**src/rtl/mvm_pkg.sv**
```systemverilog
// rtl/mvm_pkg.sv - shared constants and state encoding for the MVM sequencer
// Build option: MVM_SEQ_SKEW_EN selects skewed row enables (longer EXEC phase).
package mvm_pkg;

    localparam int NUM_ROWS       = 8;
    localparam int NUM_WORDS      = 9;
    localparam int BYTES_PER_WORD = 8;

    // Number of active EXEC steps (k = 0 .. EXEC_LEN-1); one drain step follows.
`ifdef MVM_SEQ_SKEW_EN
    localparam int EXEC_LEN = NUM_ROWS + BYTES_PER_WORD - 1;
`else
    localparam int EXEC_LEN = BYTES_PER_WORD;
`endif

    typedef enum logic [2:0] {
        ST_IDLE = 3'd0,
        ST_GET  = 3'd1,
        ST_FILL = 3'd2,
        ST_EXEC = 3'd3,
        ST_DONE = 3'd4
    } state_t;

endpackage

```
**src/rtl/mvm_skew_gen.sv**
```systemverilog
// rtl/mvm_skew_gen.sv - maps EXEC step k to FIFO read and MAC enable strobes
// Ports: i_exec (EXEC state flag), i_k (step index),
//        o_fifo_rd (row FIFOs 0..7 + vector FIFO 8), o_mac_en (per-row MAC enable).
// Build option: MVM_SEQ_SKEW_EN -> row i active for k in i..i+7, else all rows for k in 0..7.
module mvm_skew_gen
    import mvm_pkg::*;
(
    input  logic       i_exec,
    input  logic [3:0] i_k,
    output logic [8:0] o_fifo_rd,
    output logic [7:0] o_mac_en
);

    always_comb begin
        o_fifo_rd = '0;
        o_mac_en  = '0;
        if (i_exec) begin
`ifdef MVM_SEQ_SKEW_EN
            // Vector stream leaves first; row i joins i steps later so its
            // partial products line up with the systolic vector wavefront.
            o_fifo_rd[NUM_ROWS] = (int'(i_k) < BYTES_PER_WORD);
            for (int i = 0; i < NUM_ROWS; i++) begin
                if (int'(i_k) >= i && int'(i_k) < i + BYTES_PER_WORD) begin
                    o_fifo_rd[i] = 1'b1;
                    o_mac_en[i]  = 1'b1;
                end
            end
`else
            if (int'(i_k) < BYTES_PER_WORD) begin
                o_fifo_rd = '1;
                o_mac_en  = '1;
            end
`endif
        end
    end

endmodule

```
**src/rtl/mvm_sequencer.sv**
```systemverilog
// rtl/mvm_sequencer.sv - loads 8 matrix rows + 1 vector from memory into FIFOs, then runs the MAC array
// Ports: clk, rst (sync active-high); start / acc_clr / busy / done / state (control);
//        mem_rd, mem_addr, mem_waitrequest, mem_rdvalid, mem_rddata (word read port);
//        fifo_wr, fifo_wdata, fifo_full (FIFO fill side); fifo_rd, mac_en (execute side).
// Build option: MVM_SEQ_SKEW_EN enables skewed EXEC strobes (see mvm_skew_gen).
module mvm_sequencer
    import mvm_pkg::*;
(
    input  logic        clk,
    input  logic        rst,
    input  logic        start,
    output logic        acc_clr,
    output logic        mem_rd,
    output logic [3:0]  mem_addr,
    input  logic        mem_waitrequest,
    input  logic        mem_rdvalid,
    input  logic [63:0] mem_rddata,
    output logic [8:0]  fifo_wr,
    output logic [7:0]  fifo_wdata,
    input  logic [8:0]  fifo_full,
    output logic [8:0]  fifo_rd,
    output logic [7:0]  mac_en,
    output logic        busy,
    output logic        done,
    output logic [2:0]  state
);

    state_t      r_state, w_state_nxt;
    logic [3:0]  r_w, w_w_nxt;
    logic [2:0]  r_b, w_b_nxt;
    logic [3:0]  r_k, w_k_nxt;
    logic        r_accepted, w_accepted_nxt;
    logic [63:0] r_word, w_word_nxt;
    logic        r_acc_clr, w_acc_clr_nxt;
    logic        w_exec;
    logic        w_full;
    logic [7:0]  w_byte;

    always_ff @(posedge clk) begin
        if (rst) begin
            r_state    <= ST_IDLE;
            r_w        <= '0;
            r_b        <= '0;
            r_k        <= '0;
            r_accepted <= 1'b0;
            r_word     <= '0;
            r_acc_clr  <= 1'b0;
        end else begin
            r_state    <= w_state_nxt;
            r_w        <= w_w_nxt;
            r_b        <= w_b_nxt;
            r_k        <= w_k_nxt;
            r_accepted <= w_accepted_nxt;
            r_word     <= w_word_nxt;
            r_acc_clr  <= w_acc_clr_nxt;
        end
    end

    // Byte b of the captured word, most significant byte first.
    assign w_byte = 8'(r_word >> {(3'd7 - r_b), 3'b000});
    assign w_full = fifo_full[r_w];

    always_comb begin
        w_state_nxt    = r_state;
        w_w_nxt        = r_w;
        w_b_nxt        = r_b;
        w_k_nxt        = r_k;
        w_accepted_nxt = r_accepted;
        w_word_nxt     = r_word;
        w_acc_clr_nxt  = 1'b0;
        mem_rd         = 1'b0;
        mem_addr       = '0;
        fifo_wr        = '0;
        fifo_wdata     = '0;
        done           = 1'b0;
        w_exec         = 1'b0;

        case (r_state)
            ST_IDLE: begin
                if (start) begin
                    w_state_nxt    = ST_GET;
                    w_w_nxt        = '0;
                    w_b_nxt        = '0;
                    w_k_nxt        = '0;
                    w_accepted_nxt = 1'b0;
                    w_acc_clr_nxt  = 1'b1;
                end
            end

            ST_GET: begin
                // Hold the request until accepted, then only listen for data;
                // rdvalid before acceptance belongs to no request of ours.
                if (!r_accepted) begin
                    mem_rd   = 1'b1;
                    mem_addr = r_w;
                    if (!mem_waitrequest) begin
                        w_accepted_nxt = 1'b1;
                    end
                end else if (mem_rdvalid) begin
                    w_word_nxt     = mem_rddata;
                    w_accepted_nxt = 1'b0;
                    w_b_nxt        = '0;
                    w_state_nxt    = ST_FILL;
                end
            end

            ST_FILL: begin
                if (!w_full) begin
                    fifo_wr[r_w] = 1'b1;
                    fifo_wdata   = w_byte;
                    if (r_b == 3'd7) begin
                        w_b_nxt = '0;
                        if (r_w == 4'(NUM_WORDS - 1)) begin
                            w_k_nxt     = '0;
                            w_state_nxt = ST_EXEC;
                        end else begin
                            w_w_nxt     = r_w + 4'd1;
                            w_state_nxt = ST_GET;
                        end
                    end else begin
                        w_b_nxt = r_b + 3'd1;
                    end
                end
            end

            ST_EXEC: begin
                // k == EXEC_LEN is the drain step: skew_gen yields no strobes there.
                w_exec = 1'b1;
                if (r_k == 4'(EXEC_LEN)) begin
                    w_k_nxt     = '0;
                    w_state_nxt = ST_DONE;
                end else begin
                    w_k_nxt = r_k + 4'd1;
                end
            end

            ST_DONE: begin
                done        = 1'b1;
                w_state_nxt = ST_IDLE;
            end

            default: begin
                w_state_nxt = ST_IDLE;
            end
        endcase
    end

    mvm_skew_gen u_skew_gen (
        .i_exec    (w_exec),
        .i_k       (r_k),
        .o_fifo_rd (fifo_rd),
        .o_mac_en  (mac_en)
    );

    assign acc_clr = r_acc_clr;
    assign busy    = (r_state != ST_IDLE);
    assign state   = r_state;

endmodule
```
**config.mk**
```make
export PLATFORM = sky130hd
export DESIGN_NAME = mvm_sequencer
export DESIGN_NICKNAME = d
export VERILOG_FILES = /design/src/rtl/mvm_pkg.sv /design/src/rtl/mvm_skew_gen.sv /design/src/rtl/mvm_sequencer.sv
export SDC_FILE = /design/constraint.sdc
export NUM_CORES = 1
export LEC_CHECK = 0
export CAP_MARGIN = 20
export CORE_MARGIN = 8
export CORE_UTILIZATION = 51
export DETAILED_ROUTE_END_ITERATION = 8
export PLACE_DENSITY = 0.86
export RECOVER_POWER = 25
export SKIP_LAST_GASP = 1
export SLEW_MARGIN = 20
export SYNTH_ARGS = -nofsm -noshare
export SYNTH_HDL_FRONTEND = slang
export SYNTH_HIERARCHICAL = 1
export SYNTH_SLANG_ARGS = --single-unit
```
**constraint.sdc**
```tcl
create_clock -name clk -period 5.4 [get_ports clk]
set_input_delay 1.08 -clock clk [delete_from_list [all_inputs] [get_ports clk]]
set_output_delay 1.08 -clock clk [all_outputs]
set_load 0.1 [all_outputs]
```
==> results_dict.tcl <==
set metrics [dict create \
    status "finished with violations" \
    violations "capacitance limit, slew limit" \
    post_cts_resized 0 \
    p_per_area_mw_per_mm2 216.0 \
    wl_per_cell_um 15.88 \
    setup_violations 0 \
    cts_setup_buffers 0 \
    crit_start "mem_rdvalid" \
    max_stage_delay_ns 2.39 \
    grt_overflow 0 \
    cts_hold_buf 0 \
    cts-root-buf "clkbuf_8" \
    cts_sinks 80 \
    cts_buffer_depth 2 \
    yosys_most_used_dff "dfxtp_1" \
    finish.instance_area_mm2 0.005233 \
    synthTopCellsByCount "139 x nand2_1, 80 x dfxtp_1, 74 x a21oi_1" \
    min_from "r_word[43]" \
    synth-xor-area-share_pct 0 \
    synth_top_family_by_area "simple AND/OR/NAND/NOR gates" \
    drc 0 \
    r2r-end "r_word[34]" \
    startpoint_type "input port" \
    seq_power_share_pct 52.9 \
    worst-endpoint-arrival_ns 4.57 \
    p_leak_nw 1.744 \
    place.gp.congestion 0.8438 \
    critPathKind "in2reg" \
    rows 32 \
    yosysMostFrequentCell "nand2_1" \
    wirelength_um 10730 \
    fin_worst_skew_ns 0.008572 \
    fin_ws_ns 1.079 \
    clkLatencyLatePin_ns 0.34 \
    end_kind "register" \
    syn_area_mm2 0.003984 \
    antenna_found_initial 0 \
    grt_pass1_wl_um 17780 \
    dr.pass1.iters 4 \
    nets 657 \
    yosys.area_share.simple_pct 21.73 \
    cts_max_level 3 \
    combPwrFrac_pct 10.5 \
    vdd_drop_max_v 0.0001212 \
    synth_adder_area_share_pct 2.513 \
    path_buf_inv 1 \
    dieHeight_um 104.4 \
    num_antenna_cells 0 \
    viasPerCell 5.417 \
    grt_max_degree 65 \
    vias 3662 \
    synth_edf_count 0 \
    avgSynthCellArea_um2 8.231 \
    ys_seq_area_share_pct 40.20 \
    core_mm2 0.007647 \
    finalSetupTns_ns 0 \
    async_reset_ff_share_pct 0 \
    syn-num-nets 570 \
    ys_seq_elements 80 \
    synth_largest_area_cell "dfxtp_1" \
    grt_setup_unrepaired "no" \
    cp_common_cell "nand2_1" \
    cts_tree "built" \
    placed_cell_area_mm2 0.005062 \
    pin_count 123 \
    reg2reg_slack_ns 1.43 \
    ant_nets 0 \
    synth_area_leaders "dfxtp_1 40%, nand2_1 13%, a21oi_1 9.3%" \
    max_slew_margin_pct -121.6 \
    final-hold-violation-count 0 \
    clk_pin_slew_ns 0.08 \
    sw_frac_of_total_pct 23.60 \
    synthMuxAreaShare_pct 12.53 \
    internal-power_mw 0.8635 \
    critPathRequiredTime_ns 5.64 \
    start_util_pct 52.09 \
    cts_inserted_buffers 9 \
    dp.cells 662 \
    area_growth_pct 31.34 \
    pwr-share-clk_pct 36.6 \
    worstPathCellList "clkdlybuf4s50_1 > nand2_1 > or2_0 > nand2_1 > a21oi_1" \
    holdPathStages 2 \
    maxSlewViolCount 115 \
    min_period_ns 4.321 \
    fin_crit_sh_pct 80.02 \
    final_cells 676 \
    grt_pass1_vias 3720 \
    worstReg2RegStart "state[1]" \
    synth_top_area_share_pct 40.20 \
    synth_compound_area_share_pct 15.64 \
    max_slew.worst_pin.slew_ns 3.324 \
    die_area_mm2 0.01090 \
    groute.usage.overall_pct 19.44 \
    post-dp-hpwl_um 7883 \
    reg2reg_depth 5 \
    drive_gt1_share_pct 10.80 \
    path_max_fanout 64 \
    yosys_warnings 6 \
    max_cap_violations 2 \
    drt_iter0_markers 201 \
    synth_cells 484 \
    port_buffers 122 \
    dieWidth_um 104.4 \
    ys_types 47 \
    hold_path_end "r_word[43]" \
    max_freq_mhz 231.4 \
    hp-class "reg2reg" \
    dp_slack_ns 1.179 \
    p_switching_mw 0.2668 \
    slowest_stage "or2_0" \
    path_delay_family "simple AND/OR/NAND/NOR gates" \
]
-- layer usage --
layer  track usage (%)  up-vias  routed length [um]
met5                 0        -                   0
met1             23.40     1722                4619
met2             32.74      119                5354
met4             7.653        0                 170
li1                  -     1805                   -
met3             4.337       16                 588
-- flip-flops by register name, summed over array words and instances, names as in the netlist --
register,count
r_w,4
r_word,64
r_k,4
state,3
r_accepted,1
acc_clr,1
r_b,3
-- cells by family (layout without fill, tap and decap cells) --
kind of cell               after synthesis  count (layout)
AOI/OAI and AO/OA                      107             107
adders and majority gates                8               8
buffers and inverters                   59             149
DFF                                     80              80
muxes                                   29              29
and+or+nand+nor                        201             201
-- cells in the final DEF, fill, tap and decap left out, types with 10 or more instances in the layout --
cell type and count:
nand2_1 139, clkdlybuf4s50_1 104, dfxtp_1 80, a21oi_1 74, nor2_1 23, buf_4 20, mux4_2 16, and2_1 10
-- worst max path at each step --
stage / endpoint / slack (ns) / cells after the start
CTS: fifo_wr[6] / 1.17 / 8
global route: r_word[20] / 0.60 / 5
global placement: fifo_wr[4] / 1.24 / 8
floorplan: mem_addr[2] / 0.74 / 3
detailed placement: fifo_wr[6] / 1.18 / 8
finish: r_word[34] / 1.08 / 5
-- final cells by class --
type                    instances  area [um^2]
multi-input cells             345         2096
repair buffers                126         1199
clock buffers                  10        127.6
flip-flops and latches         80         1602
well taps                     102        127.6
inverters                       9        33.78
clock inverters                 4        47.55
fillers                       636         2415
-- power groups by stage --
| stage | clock, mW | sequential (mW) | combinational, mW |
|---|---|---|---|
| after floorplan | 0 | 0.618 | 0.0429 |
| after CTS | 0.418 | 0.598 | 0.119 |
| after global routing | 0.445 | 0.599 | 0.127 |
| after detailed placement | 0 | 0.612 | 0.118 |
| final | 0.414 | 0.598 | 0.119 |
| after global placement | 0 | 0.611 | 0.117 |
-- through the flow --
step | utilization [%] | power (mW) | hold slack, ns
after CTS | 68.49 | 1.135 | 0.4543
after detailed placement | 66.20 | 0.7303 | 0.4433
after global routing | 68.42 | 1.171 | 0.4727
final | 68.42 | 1.130 | 0.4535
after floorplan | - | 0.6609 | 0.4331
after global placement | 66.20 | 0.7287 | 0.4391
-- worst min-delay path: cells and delay by family, from the launching register on --
kind,cells,cell delay [ns]
and+or+nand+nor,1,0.05
AOI/OAI and AO/OA,1,0.05
DFF,1,0.31
(Power assumes the default switching activity.)
